$ cat src/rtl/host_loader_if.sv
// host_loader_if: groups the program ROM port, byte-level UART rx/tx ports,
// stdin/stdout byte streams and the status flags of host_loader.
// Signal prefixes (i_/o_) are written from the loader's point of view.
// modport slave  : used by host_loader itself
// modport master : used by whatever drives the loader (system or bench)
interface host_loader_if;
  logic        i_start;
  logic [31:0] i_prog_size_byte;
  logic [29:0] o_prog_read_addr;
  logic [31:0] i_prog_read_data;
  logic [7:0]  i_rx_data;
  logic        i_rx_ready;
  logic [7:0]  o_tx_data;
  logic        o_tx_start;
  logic        i_tx_busy;
  logic        i_stdin_valid;
  logic [7:0]  i_stdin_data;
  logic        o_stdin_ready;
  logic        o_stdout_valid;
  logic [7:0]  o_stdout_data;
  logic        o_loaded;
  logic        o_error;

  modport slave (
    input  i_start, i_prog_size_byte, i_prog_read_data, i_rx_data, i_rx_ready,
           i_tx_busy, i_stdin_valid, i_stdin_data,
    output o_prog_read_addr, o_tx_data, o_tx_start, o_stdin_ready,
           o_stdout_valid, o_stdout_data, o_loaded, o_error
  );

  modport master (
    output i_start, i_prog_size_byte, i_prog_read_data, i_rx_data, i_rx_ready,
           i_tx_busy, i_stdin_valid, i_stdin_data,
    input  o_prog_read_addr, o_tx_data, o_tx_start, o_stdin_ready,
           o_stdout_valid, o_stdout_data, o_loaded, o_error
  );
endinterface

$ cat src/rtl/host_loader.sv
// host_loader: waits for the host's 0x99 sync byte, sends the program size
// (4 bytes, little-endian) and the program image read from ROM over the UART,
// waits for the host's 0xAA acknowledge, then bridges stdin -> UART tx and
// UART rx -> stdout.
// Optional build macro: HOST_LOADER_TIMEOUT_EN adds a wait-state timeout that
// moves the FSM to ERROR after TIMEOUT_CYCLES cycles without the awaited byte.
//
// state       | meaning
// ------------+---------------------------------------------------------
// S_IDLE      | waiting for a start pulse
// S_WAIT_99   | waiting for host sync byte 0x99
// S_SEND_SIZE | sending the 4 program size bytes
// S_SEND_PROG | sending program bytes from ROM
// S_WAIT_AA   | waiting for host acknowledge byte 0xAA
// S_STREAM    | program loaded, stdin/stdout bridged over the UART
// S_ERROR     | timeout while waiting (only with HOST_LOADER_TIMEOUT_EN)
module host_loader #(
  parameter logic [23:0] TIMEOUT_CYCLES = 24'd10_000_000
) (
  input logic         i_clk,
  input logic         i_reset,
  host_loader_if.slave bus
);

  typedef enum logic [2:0] {
    S_IDLE,
    S_WAIT_99,
    S_SEND_SIZE,
    S_SEND_PROG,
    S_WAIT_AA,
    S_STREAM,
    S_ERROR
  } state_t;

  state_t      r_state;
  state_t      w_state_nxt;

  logic [31:0] r_size;
  logic [31:0] r_cnt;
  logic [1:0]  r_sidx;
  logic [29:0] r_addr;
  logic [7:0]  r_tx_data;
  logic        r_pend;
  logic        r_tx_start_q;
  logic        r_stdout_valid;
  logic [7:0]  r_stdout_data;

  logic        w_tx_start;
  logic        w_can_load;
  logic        w_load;
  logic [31:0] w_shift;
  logic        w_stdin_ready;
  logic        w_accept;
  logic        w_tmo_hit;

  // A byte may be staged into tx_data only once the transmitter is idle, so
  // tx_data never changes while the previous byte is still being sent. The
  // mandatory idle cycle after each tx_start also gives the ROM its one cycle
  // of read latency after prog_read_addr advances.
  assign w_can_load = ~r_pend & ~bus.i_tx_busy & ~r_tx_start_q;
  assign w_accept   = (r_state == S_STREAM) & bus.i_stdin_valid & w_stdin_ready;

`ifdef HOST_LOADER_TIMEOUT_EN
  logic [23:0] r_tmo;

  assign w_tmo_hit = (r_tmo == TIMEOUT_CYCLES - 24'd1);

  // Wait-state timer: cleared on every state change, counts while waiting.
  always_ff @(posedge i_clk) begin
    if (i_reset) begin
      r_tmo <= 24'd0;
    end else if (r_state != w_state_nxt) begin
      r_tmo <= 24'd0;
    end else if (r_state == S_WAIT_99 || r_state == S_WAIT_AA) begin
      r_tmo <= r_tmo + 24'd1;
    end
  end
`else
  logic w_unused_timeout;

  assign w_tmo_hit        = 1'b0;
  assign w_unused_timeout = ^TIMEOUT_CYCLES;
`endif

  // FSM state register.
  always_ff @(posedge i_clk) begin
    if (i_reset) r_state <= S_IDLE;
    else         r_state <= w_state_nxt;
  end

  // FSM next state, tx launch and byte selection.
  always_comb begin
    w_state_nxt   = r_state;
    w_shift       = 32'h0;
    w_load        = 1'b0;
    w_stdin_ready = 1'b0;
    w_tx_start    = r_pend & ~bus.i_tx_busy & ~r_tx_start_q & ~i_reset;
    case (r_state)
      S_IDLE: begin
        if (bus.i_start) w_state_nxt = S_WAIT_99;
      end
      S_WAIT_99: begin
        if (bus.i_rx_ready && bus.i_rx_data == 8'h99) w_state_nxt = S_SEND_SIZE;
        else if (w_tmo_hit)                           w_state_nxt = S_ERROR;
      end
      S_SEND_SIZE: begin
        w_load  = w_can_load;
        w_shift = r_size >> {r_sidx, 3'b000};
        if (w_tx_start && r_sidx == 2'd3)
          w_state_nxt = (r_size == 32'd0) ? S_WAIT_AA : S_SEND_PROG;
      end
      S_SEND_PROG: begin
        w_load  = w_can_load;
        w_shift = bus.i_prog_read_data >> {r_cnt[1:0], 3'b000};
        if (w_tx_start && r_cnt == r_size - 32'd1) w_state_nxt = S_WAIT_AA;
      end
      S_WAIT_AA: begin
        if (bus.i_rx_ready && bus.i_rx_data == 8'hAA) w_state_nxt = S_STREAM;
        else if (w_tmo_hit)                           w_state_nxt = S_ERROR;
      end
      S_STREAM: begin
        w_stdin_ready = ~bus.i_tx_busy & ~w_tx_start;
      end
      S_ERROR: begin
        w_state_nxt = S_ERROR;
      end
      default: w_state_nxt = S_IDLE;
    endcase
  end

  // Session datapath: size latch, byte counters, ROM address, tx and stdout regs.
  always_ff @(posedge i_clk) begin
    if (i_reset) begin
      r_size         <= 32'd0;
      r_cnt          <= 32'd0;
      r_sidx         <= 2'd0;
      r_addr         <= 30'd0;
      r_tx_data      <= 8'd0;
      r_pend         <= 1'b0;
      r_tx_start_q   <= 1'b0;
      r_stdout_valid <= 1'b0;
      r_stdout_data  <= 8'd0;
    end else begin
      r_tx_start_q <= w_tx_start;
      if (w_tx_start) r_pend <= 1'b0;
      if (w_load) begin
        r_tx_data <= w_shift[7:0];
        r_pend    <= 1'b1;
      end
      if (w_accept) begin
        r_tx_data <= bus.i_stdin_data;
        r_pend    <= 1'b1;
      end
      if (r_state == S_IDLE && bus.i_start) begin
        r_size <= bus.i_prog_size_byte;
        r_cnt  <= 32'd0;
        r_sidx <= 2'd0;
        r_addr <= 30'd0;
        r_pend <= 1'b0;
      end
      if (r_state == S_SEND_SIZE && w_tx_start) r_sidx <= r_sidx + 2'd1;
      if (r_state == S_SEND_PROG && w_tx_start) begin
        r_cnt <= r_cnt + 32'd1;
        if (r_cnt[1:0] == 2'd3) r_addr <= r_addr + 30'd1;
      end
      r_stdout_valid <= (r_state == S_STREAM) & bus.i_rx_ready;
      if (r_state == S_STREAM && bus.i_rx_ready) r_stdout_data <= bus.i_rx_data;
    end
  end

  assign bus.o_prog_read_addr = r_addr;
  assign bus.o_tx_data        = r_tx_data;
  assign bus.o_tx_start       = w_tx_start;
  assign bus.o_stdin_ready    = w_stdin_ready;
  assign bus.o_stdout_valid   = r_stdout_valid;
  assign bus.o_stdout_data    = r_stdout_data;
  assign bus.o_loaded         = (r_state == S_STREAM);
`ifdef HOST_LOADER_TIMEOUT_EN
  assign bus.o_error          = (r_state == S_ERROR);
`else
  assign bus.o_error          = 1'b0;
`endif

endmodule

$ cat src/flat_wrapper.sv
// flat-port wrapper written by rule: the top's interface ports become plain ports
module host_loader_flat 
#(
  parameter logic [23:0] TIMEOUT_CYCLES = 24'd10_000_000
)
  (i_clk, i_reset, bus_i_start, bus_i_prog_size_byte, bus_i_prog_read_data, bus_i_rx_data, bus_i_rx_ready, bus_i_tx_busy, bus_i_stdin_valid, bus_i_stdin_data, bus_o_prog_read_addr, bus_o_tx_data, bus_o_tx_start, bus_o_stdin_ready, bus_o_stdout_valid, bus_o_stdout_data, bus_o_loaded, bus_o_error);
  host_loader_if bus_i ();
  input logic i_clk;
  input logic i_reset;
  input wire logic [$bits(bus_i.i_start)-1:0] bus_i_start;
  input wire logic [$bits(bus_i.i_prog_size_byte)-1:0] bus_i_prog_size_byte;
  input wire logic [$bits(bus_i.i_prog_read_data)-1:0] bus_i_prog_read_data;
  input wire logic [$bits(bus_i.i_rx_data)-1:0] bus_i_rx_data;
  input wire logic [$bits(bus_i.i_rx_ready)-1:0] bus_i_rx_ready;
  input wire logic [$bits(bus_i.i_tx_busy)-1:0] bus_i_tx_busy;
  input wire logic [$bits(bus_i.i_stdin_valid)-1:0] bus_i_stdin_valid;
  input wire logic [$bits(bus_i.i_stdin_data)-1:0] bus_i_stdin_data;
  output wire logic [$bits(bus_i.o_prog_read_addr)-1:0] bus_o_prog_read_addr;
  output wire logic [$bits(bus_i.o_tx_data)-1:0] bus_o_tx_data;
  output wire logic [$bits(bus_i.o_tx_start)-1:0] bus_o_tx_start;
  output wire logic [$bits(bus_i.o_stdin_ready)-1:0] bus_o_stdin_ready;
  output wire logic [$bits(bus_i.o_stdout_valid)-1:0] bus_o_stdout_valid;
  output wire logic [$bits(bus_i.o_stdout_data)-1:0] bus_o_stdout_data;
  output wire logic [$bits(bus_i.o_loaded)-1:0] bus_o_loaded;
  output wire logic [$bits(bus_i.o_error)-1:0] bus_o_error;
  assign bus_i.i_start = bus_i_start;
  assign bus_i.i_prog_size_byte = bus_i_prog_size_byte;
  assign bus_i.i_prog_read_data = bus_i_prog_read_data;
  assign bus_i.i_rx_data = bus_i_rx_data;
  assign bus_i.i_rx_ready = bus_i_rx_ready;
  assign bus_i.i_tx_busy = bus_i_tx_busy;
  assign bus_i.i_stdin_valid = bus_i_stdin_valid;
  assign bus_i.i_stdin_data = bus_i_stdin_data;
  assign bus_o_prog_read_addr = bus_i.o_prog_read_addr;
  assign bus_o_tx_data = bus_i.o_tx_data;
  assign bus_o_tx_start = bus_i.o_tx_start;
  assign bus_o_stdin_ready = bus_i.o_stdin_ready;
  assign bus_o_stdout_valid = bus_i.o_stdout_valid;
  assign bus_o_stdout_data = bus_i.o_stdout_data;
  assign bus_o_loaded = bus_i.o_loaded;
  assign bus_o_error = bus_i.o_error;
  host_loader #(.TIMEOUT_CYCLES(TIMEOUT_CYCLES)) u_core (.i_clk(i_clk), .i_reset(i_reset), .bus(bus_i));
endmodule
$ cat config.mk
export PLATFORM = sky130hd
export DESIGN_NAME = host_loader_flat
export DESIGN_NICKNAME = d
export VERILOG_FILES = /design/src/rtl/host_loader_if.sv /design/src/rtl/host_loader.sv /design/src/flat_wrapper.sv
export SDC_FILE = /design/constraint.sdc
export NUM_CORES = 1
export LEC_CHECK = 0
export BUFFER_PORTS_ARGS = -buffer_cell sky130_fd_sc_hd__buf_4
export CORE_MARGIN = 3
export CORE_UTILIZATION = 60
export CTS_CLUSTER_SIZE = 25
export DETAILED_ROUTE_END_ITERATION = 16
export PLACE_DENSITY = 0.86
export SYNTH_ARGS = -nofsm -noshare
export SYNTH_HDL_FRONTEND = slang
export SYNTH_SLANG_ARGS = --single-unit
$ cat constraint.sdc
create_clock -name i_clk -period 5.2 [get_ports i_clk]
set_input_delay 0.26 -clock i_clk [delete_from_list [all_inputs] [get_ports i_clk]]
set_output_delay 0.26 -clock i_clk [all_outputs]
set_load 0.02 [all_outputs]
==> impl_metrics.csv, run 1 <==
group,metric,value,unit
status,status,"finished clean",
setup_path,cp.required,5540,ps
synthesis,synthArstFlopShare,0,%
floorplanning,io_pins,137,
grt,antenna_found_initial,0,
pwr,vdd_drop_max,325.4,µV
synthesis,yosysSeqAreaShare,34.67,%
sta,setup_violations,0,
routing,first_pass_iters,5,
floorplanning,core-area,10980,µm²
final_layout,antennaDiodeCount,0,
final_layout,final_common_cell,"buf_4",
synthesis,yosys_warnings,0,
grt,grt_use_total,30.08,%
cts,clk_pin_slew,50,ps
cts,htreeDepth,4,
final_layout,layout-drive-gt1-share,22.39,%
routing,vias_per_cell,6.200,
setup_path,start_kind,"flop",
sta,final-max-slew-violation-count,0,
cts,post_cts_buffers,0,
sta,clock.fmax,297.8,MHz
final_layout,fin_cells,1109,
cts,cts-hold-fix-buffers,0,
setup_path,crit_arrival,3700,ps
cts,cts_buffer_depth,2,
routing,drc,0,
synthesis,synthFlopType,"dfxtp_1",
synthesis,syn_area_per_cell,7.996,µm²
final_layout,fill_cells,793,
cts,numCtsBuffers,17,
sta,hold_viol,0,
sta,fin_setup_tns,0,ps
place,gp_congestion,0.9565,
sta,fin_crit,3358,ps
setup_path,path_max_fanout,12,
place,dp_slack,1648,ps
floorplanning,placementRows,38,
grt,first_global_vias,6362,
synthesis,synth.net_count,943,
floorplanning,die_y,112.6,µm
grt,overflow,0,
grt,grt_pass1_wl,31220,µm
setup_path,slowest_stage,"nor2_1",
worst_hold_path,hold_class,"in -> reg",
sta,fin_crit_sh,64.57,%
sta,worst_pin_slew,943.8,ps
synthesis,synth_edf_count,0,
sta,relSlewSlack,37.08,%
setup_path,critPathCaptureType,"flop",
cts,cts_resized,0,
place,place_inst,1077,
floorplanning,die_area,12670,µm²
synthesis,yosysUniqueCellTypes,69,
final_layout,multi_input_area,4188,µm²
place,dp_hpwl,13220,µm
final_layout,final_util,77.23,%
run,drv_cap,0,
place,port_buffers,135,
floorplanning,start_util,62.03,%
setup_path,max_stage_delay,680,ps
synthesis,synth.cell_area,6813,µm²
sta,fin_skew,6.910,ps
routing,num_vias,6876,
sta,fin_hold_ws,86.15,ps
floorplanning,fp.dieW,112.6,µm
synthesis,ys_ff_latch,118,
final_layout,seq_area,2362,µm²
final_layout,area_delta_synth_final,24.50,%
setup_path,path_buf_inv,0,
synthesis,syn-instance-count,852,
sta,worst_slack,1842,ps
sta,rsz0062_at_grt,"false",
pwr,leakage,3.221,nW
setup_path,crit_family,"simple AND/OR/NAND/NOR gates",
cts,cts_tree,"done",
cts,cts_root_buf,"clkbuf_16",
final_layout,nets,1047,
grt,grt_max_degree,89,
setup_path,path_class,"reg -> reg",
cts,clk_latency,420,ps
routing,wl_per_cell,17.27,µm
routing,drt-initial-drc-count,760,
setup_path,cp_cell_sequence,"nand3b_1, nor2_1, nand3_1, nor3_1, and3_1, nand4_1, or2_2, a21oi_1",
routing,drt-total-wl,19150,µm
cts,clock-sinks,118,
routing,ant_nets,0,
pwr,powerDensity,413.8,nW/µm²
final_layout,most-common-layout-cells,"buf_4, nand2_1, dfxtp_1",
## final timing paths
check | slack [ps] | depth (start not counted) | end | startpoint
hold / removal | 90 | 3 | u_core.r_size[28] | bus_i_prog_size_byte[28]
hold reg to reg | 460 | 2 | u_core.bus.o_stdout_data[2] | u_core.bus.o_stdout_data[2]
setup / recovery | 1840 | 8 | u_core.r_cnt[30] | u_core.r_state[1]
setup reg to reg | 1840 | 8 | u_core.r_cnt[30] | u_core.r_state[1]
## state kept, by name, indices dropped and copies added (netlist names)
register	flops
u_core.bus.o_stdout_valid	1
u_core.r_sidx	2
u_core.bus.o_tx_data	8
u_core.r_pend	1
u_core.bus.o_prog_read_addr	30
u_core.r_size	32
u_core.r_tx_start_q	1
u_core.bus.o_stdout_data	8
u_core.r_state	3
u_core.r_cnt	32
## layout make-up
type,instances,share of cell area (%)
sequential,118,27.85
clock inverter,11,2.316
timing repair buffer,139,12.30
clock buffer,21,5.429
multi-input combinational,665,49.37
inverter,15,0.6638
tap,140,2.065
## power breakdown
group          switching [mW]  internal (mW)  total [mW]
Clock                   0.436          0.878        1.31
Combinational           0.628          0.428        1.06
Sequential              0.155          0.984        1.14
Total                    1.22           2.29        3.51
## layer usage
layer  wire [µm]  track usage, %  vias to the layer above
met1        7655           37.79                     3196
met2        9392           50.51                      341
met4         384           9.936                        0
met5           0               0                        -
met3        1717           7.709                       45
li1            -               -                     3294
## cell usage after synthesis (7+ instances only)
| cell | count | area [µm²] |
|---|---|---|
| xor2_1 | 24 | 210.2 |
| or2_2 | 11 | 68.82 |
| nand3_1 | 49 | 245.2 |
| a221oi_1 | 9 | 78.83 |
| xnor2_1 | 27 | 236.5 |
| dfxtp_1 | 118 | 2362 |
| clkbuf_1 | 42 | 157.7 |
| mux4_2 | 16 | 360.4 |
| and2_1 | 7 | 43.79 |
| nor2b_1 | 11 | 68.82 |
| a211oi_1 | 12 | 90.09 |
| or3_1 | 18 | 112.6 |
| o21ai_0 | 23 | 115.1 |
| o211ai_1 | 12 | 90.09 |
| a31oi_1 | 8 | 50.05 |
| nand2_1 | 134 | 503.0 |
| and3_1 | 14 | 87.58 |
| nand4_1 | 16 | 100.1 |
| nor4_1 | 11 | 68.82 |
| nor3_1 | 17 | 85.08 |
| nor2_1 | 71 | 266.5 |
| a21oi_1 | 86 | 430.4 |
| inv_1 | 15 | 56.30 |
## per-stage QoR
step | power, mW | area (µm²)
floorplan | 1.886 | 6813
global placement | 2.154 | 7825
detailed placement | 2.173 | 7825
CTS | 3.483 | 8482
global route | 3.669 | 8482
finish | 3.510 | 8482
## kinds of logic after synthesis
logic type,count (synthesis),share of synthesized area [%]
AO/OA/AOI/OAI,184,16.58
XOR/XNOR,51,6.556
adder cells (fa/ha/maj),5,0.9183
buffers and inverters,69,4.059
flip-flops,118,34.67
multiplexers,24,6.538
other,1,0.05504
AND/OR/NAND/NOR,400,30.62
## worst min-delay path: cells and delay by family
| family | cells | cell delay (ps) |
|---|---|---|
| simple gates | 1 | 40 |
| buf+inv | 1 | 110 |
| compound gates | 1 | 50 |
Power figures use the tool's default switching activity.
==> inputs of run 2 (changes only) <==
CORE_UTILIZATION = 50   (was 60)
PLACE_DENSITY = 0.77   (was 0.86)
clock period = 2.7 ns   (was 5.2 ns; I/O delays follow)
==> run 2 against run 1 <==
First-iteration DRC count down 26%. Cell count grew 12%. Clock power is 84% higher. Combinational power up 150%. Worst setup slack got worse by 1800 ps. Cell area is 10% higher. Via count is 3.4% higher. Highest routed layer unchanged. Sequential power increased by 81%. Core utilization is 6.8 points lower. Sequential share of layout area shrank 2.6 points.
==> impl_metrics.csv, run 2 (synthesis results as in run 1) <==
group,metric,value,unit
status,status,"finished clean",
setup_path,crit-reg2reg-launch,"u_core.r_size[10]",
cts,clk_pin_slew,60,ps
sta,clock.fmax,374.3,MHz
worst_hold_path,hold_class,"in -> reg",
pwr,seq_power_share,29.0,%
final_layout,nets,1144,
cts,clock-sinks,118,
final_layout,layout-drive-gt1-share,26.74,%
setup_path,path_max_fanout,4,
floorplanning,io_pins,137,
setup_path,path_class,"reg -> reg",
setup_path,reg2reg_to,"u_core.r_state[2]",
setup_path,reg2reg_slack,30,ps
floorplanning,fp.dieW,122.7,µm
routing,vias_per_cell,5.725,
cts,numCtsBuffers,17,
cts,cts_root_buf,"clkbuf_16",
setup_path,crit_arrival,3030,ps
place,postPlaceCellArea,8297,µm²
pwr,pwr-share-clk,33.9,%
grt,first_global_vias,6618,
routing,ant_nets,0,
place,dp_hpwl,15020,µm
run,drv_cap,0,
grt,overflow,0,
final_layout,area_delta_synth_final,37.41,%
routing,drt-total-wl,21120,µm
place,dp_slack,44.92,ps
grt,grt_pass1_wl,33120,µm
pwr,leakage,3.662,nW
routing,drt-initial-drc-count,561,
cts,cts_buffer_depth,2,
cts,clk_latency,430,ps
final_layout,antennaDiodeCount,0,
pwr,vdd_drop_max,651.8,µV
pwr,intPower,4.623,mW
floorplanning,die_area,15060,µm²
floorplanning,die_y,122.7,µm
place,gp_congestion,0.9861,
setup_path,critPathCapture,"u_core.r_state[2]",
sta,worst_slack,28.70,ps
pwr,combPwrFrac,37.1,%
sta,fin_skew,8.872,ps
setup_path,setup.worst_path.start,"u_core.r_size[10]",
final_layout,final_common_cell,"buf_4",
pwr,power.switching,2.498,mW
setup_path,r2r_cells,8,
sta,fin_hold_ws,22.10,ps
setup_path,critPathCaptureType,"flop",
final_layout,most-common-layout-cells,"buf_4, nand2_1, dfxtp_1",
sta,relSlewSlack,37.20,%
sta,fin_crit_sh,98.94,%
grt,antenna_found_initial,0,
sta,rsz0062_at_grt,"true",
floorplanning,start_util,51.24,%
sta,fin_crit,2671,ps
cts,cts_tree,"done",
sta,final-max-slew-violation-count,0,
routing,first_pass_iters,5,
final_layout,fin_area,9361,µm²
routing,wl_per_cell,17.01,µm
grt,grt_max_degree,88,
sta,hold_viol,0,
sta,worst_pin_slew,941.9,ps
pwr,finalPower,7.121,mW
setup_path,cp.required,3060,ps
sta,setup_violations,0,
pwr,powerDensity,760.7,nW/µm²
floorplanning,placementRows,42,
floorplanning,core-area,13300,µm²
setup_path,start_kind,"flop",
routing,drc,0,
place,port_buffers,135,
pwr,sw_frac_of_total,35.08,%
cts,htreeDepth,4,
grt,grt_use_total,28.04,%
routing,num_vias,7111,
## run 2: cell types whose count changed in the layout (fill, tap and decap cells not counted), moves of 2 or more
cell           change
buf_4             +59
dlygate4sd3_1     +38
clkinv_4           +3
clkinvlp_4         +3
clkbuf_1           -2
clkbuf_8           -2
dfxtp_1            -2
dfxtp_2            +2
nor4_1             -2
## run 2: critical path, cell delays in order, from the launching register on
cell and delay [ps]:
dfxtp_2 340, or4_4 590, nor4_4 360, nand3_1 140, or4_1 520, nand3_1 110, o211ai_1 120, o311a_1 320
nor3_2 100
## run 2: layer usage
| metal | vias up | wire [µm] | GRT usage (%) |
|---|---|---|---|
| li1 | 3479 | - | - |
| met1 | 3326 | 9138 | 36.15 |
| met2 | 263 | 10040 | 45.58 |
| met3 | 43 | 1413 | 6.959 |
| met4 | 0 | 533 | 10.08 |
| met5 | - | 0 | 0 |
## run 2: layout make-up
type                            instances  area (µm²)
Clock buffer                           17       425.4
Clock inverter                         15       206.4
Fill cell                            1086        3934
Inverter                               15       56.30
Multi-Input combinational cell        665        4222
Sequential cell                       118        2365
Tap cell                              176       220.2
Timing Repair Buffer                  236        1867
## run 2: timing repair
| action | in CTS | in global routing |
|---|---|---|
| endpoints found under the hold margin | 38 | 0 |
| setup endpoints to repair | 0 | 6 |
| setup buffers | 0 | 3 |
| hold buffers | 38 | 0 |
| gates resized for setup | 0 | 8 |
## run 2: through the flow
| step | utilization (%) | setup TNS (ps) | std cells |
|---|---|---|---|
| floorplan | - | 0 | 852 |
| global placement | 62.40 | 0 | 1169 |
| detailed placement | 62.40 | 0 | 1169 |
| CTS | 70.02 | 0 | 1239 |
| global route | 70.41 | -98.49 | 1242 |
| finish | 70.41 | 0 | 1242 |
## run 2: worst min-delay path by stage
stage | start | endpoint | slack (ps) | cells past startpoint
floorplan | bus_i_prog_size_byte[7] | u_core.r_size[7] | 270 | 2
global placement | bus_i_prog_size_byte[5] | u_core.r_size[5] | 380 | 3
detailed placement | bus_i_prog_size_byte[5] | u_core.r_size[5] | 390 | 3
CTS | bus_i_prog_size_byte[3] | u_core.r_size[3] | 7 | 3
global route | bus_i_prog_size_byte[3] | u_core.r_size[3] | 10 | 3
finish | bus_i_prog_size_byte[3] | u_core.r_size[3] | 20 | 3
## run 2: power by group through the flow
stage | Sequential [mW] | Clock, mW | Combinational, mW
finish | 2.06 | 2.41 | 2.64
global route | 2.08 | 2.48 | 2.88
CTS | 2.05 | 2.42 | 2.53
detailed placement | 2.09 | 0 | 2.48
global placement | 2.08 | 0 | 2.47
floorplan | 2.11 | 0 | 1.52
==> inputs of run 3 (changes only) <==
ABC_AREA = 1   (was default)
CORE_UTILIZATION = 51   (was 50)
==> run 3 against run 2 <==
First-iteration DRC count rose by 42%. Worst hold slack lost 18 ps. Synthesized cell count is 34% higher. Via count up 14%. Core utilization down 3.5 points. Critical path type unchanged. Critical endpoint is now u_core.r_cnt[30]. Largest power group unchanged.
==> impl_metrics.csv, run 3 <==
group,metric,value,unit
status,status,"finished clean",
sta,worst_pin_slew,865.9,ps
pwr,powerDensity,745.3,nW/µm²
sta,fin_crit,2348,ps
setup_path,path_class,"reg -> reg",
synthesis,synth.cell_area,7455,µm²
sta,rsz0062_at_grt,"false",
worst_hold_path,hold_class,"in -> reg",
synthesis,synth.net_count,1232,
cts,clk_pin_slew,60,ps
cts,numCtsBuffers,17,
run,drv_cap,0,
place,dp_hpwl,16190,µm
sta,fin_skew,8.223,ps
final_layout,most-common-layout-cells,"nand2_1, buf_4, nor2_1",
floorplanning,placementRows,43,
synthesis,synthArstFlopShare,0,%
synthesis,synth_commonest_cells,"nand2_1, nor2_1, inv_1",
synthesis,syn_area_per_cell,6.533,µm²
synthesis,yosys-top-cells-area,"dfxtp_1, nand2_1, o21ai_0",
place,postPlaceCellArea,8632,µm²
place,port_buffers,135,
synthesis,synth_edf_count,0,
cts,cts_buffer_depth,2,
final_layout,final_common_cell,"nand2_1",
routing,drt-initial-drc-count,797,
synthesis,yosys_warnings,0,
cts,clock-sinks,118,
sta,setup_violations,0,
synthesis,ys_ff_latch,118,
final_layout,fin_cells,1482,
sta,fin_crit_sh,86.98,%
synthesis,yosysUniqueCellTypes,62,
grt,antenna_found_initial,0,
sta,fin_setup_tns,0,ps
routing,vias_per_cell,5.474,
synthesis,yosysTopAreaCell,"dfxtp_1",
pwr,leakage,4.022,nW
floorplanning,io_pins,137,
sta,relSlewSlack,41.64,%
floorplanning,core-area,14100,µm²
place,place_inst,1430,
final_layout,final_util,66.90,%
final_layout,antennaDiodeCount,0,
final_layout,nets,1381,
place,gp_congestion,0.9275,
grt,grt_max_degree,78,
sta,hold_viol,0,
cts,clk_latency,420,ps
floorplanning,die_area,16100,µm²
cts,cts_root_buf,"clkbuf_16",
grt,grt_use_total,27.37,%
setup_path,cp.required,3050,ps
grt,grt_pass1_wl,36040,µm
routing,drc,0,
setup_path,critPathCaptureType,"flop",
synthesis,syn-instance-count,1141,
routing,ant_nets,0,
routing,first_pass_iters,5,
sta,final-max-slew-violation-count,0,
cts,post_cts_buffers,0,
routing,num_vias,8112,
setup_path,crit_arrival,2700,ps
setup_path,path_max_fanout,13,
setup_path,start_kind,"flop",
pwr,vdd_drop_max,517.8,µV
floorplanning,fp.dieW,126.9,µm
routing,wl_per_cell,15.05,µm
synthesis,yosys.cell_count.top_type,"nand2_1",
synthesis,synth_top_area_share,31.69,%
synthesis,yosysSeqAreaShare,31.69,%
floorplanning,start_util,52.88,%
floorplanning,die_y,126.9,µm
grt,overflow,0,
cts,htreeDepth,4,
final_layout,layout-drive-gt1-share,19.35,%
cts,cts_tree,"done",
pwr,finalPower,7.028,mW
final_layout,area_delta_synth_final,26.50,%
sta,clock.fmax,425.8,MHz
final_layout,fin_area,9430,µm²
synthesis,synthFlopType,"dfxtp_1",
grt,first_global_vias,7333,
routing,drt-total-wl,22310,µm
run 3: repair_timing:
action,4_1_cts,5_1_grt
endpoints found under the hold margin,21,0
gates resized for setup,0,0
hold buffers,21,0
run 3: final timing paths:
path | startpoint | to | slack (ps) | cells after the start
max | u_core.r_cnt[1] | u_core.r_cnt[30] | 350 | 11
min | bus_i_prog_size_byte[19] | u_core.r_size[19] | 4 | 3
max reg2reg | u_core.r_cnt[1] | u_core.r_cnt[30] | 350 | 11
min reg2reg | u_core.bus.o_tx_data[4] | u_core.bus.o_tx_data[4] | 470 | 2
run 3: kinds of logic (layout without fill, tap and decap cells):
family | Yosys count | count (layout) | share of synthesized area [%]
and+or+nand+nor | 548 | 548 | 34.86
AOI/OAI and AO/OA | 265 | 265 | 20.16
buffers and inverters | 182 | 343 | 9.567
DFF | 118 | 118 | 31.69
xor gates and xnor gates | 20 | 20 | 2.534
adders and majority gates | 5 | 5 | 0.8392
muxes | 2 | 2 | 0.3021
other | 1 | 1 | 0.05030
run 3: critical path, cell delays in order (launching register included):
cell      delay, ps
dfxtp_1         590
ha_1            260
nand4_1         160
nor2_2          190
inv_1            90
nor3_2          150
nand3_1         140
nor3_2          200
nand2_1         120
nor2_2          140
a21oi_1          60
a211oi_2        160
run 3: through the flow:
step,worst slack [ps],hold slack (ps)
after detailed placement,421.6,360.9
after global routing,144.9,14.68
final,351.7,4.280
after global placement,471.4,359.6
after CTS,385.4,0.7239
after floorplan,548.2,269.9
run 3: routing by layer:
layer	routed length [µm]	GRT usage [%]	vias up
li1	-	-	4102
met1	9988	37.86	3637
met2	10050	42.81	340
met3	1866	6.105	33
met4	404	8.076	0
met5	0	0	-
run 3: layout make-up:
type	count	area [µm²]
clock inverters	9	93.84
well taps	180	225.2
multi-input cells	841	4379
fillers	1276	4666
repair buffers	171	1336
inverters	141	539.3
clock buffers	22	494.2
flip-flops and latches	118	2362
run 3: power by group:
part	switching (mW)	total, mW	internal (mW)	leakage, nW
Clock	0.834	2.22	1.39	0.273
Combinational	1.70	2.59	0.889	2.79
Sequential	0.302	2.22	1.92	0.958
Total	2.83	7.03	4.19	4.02
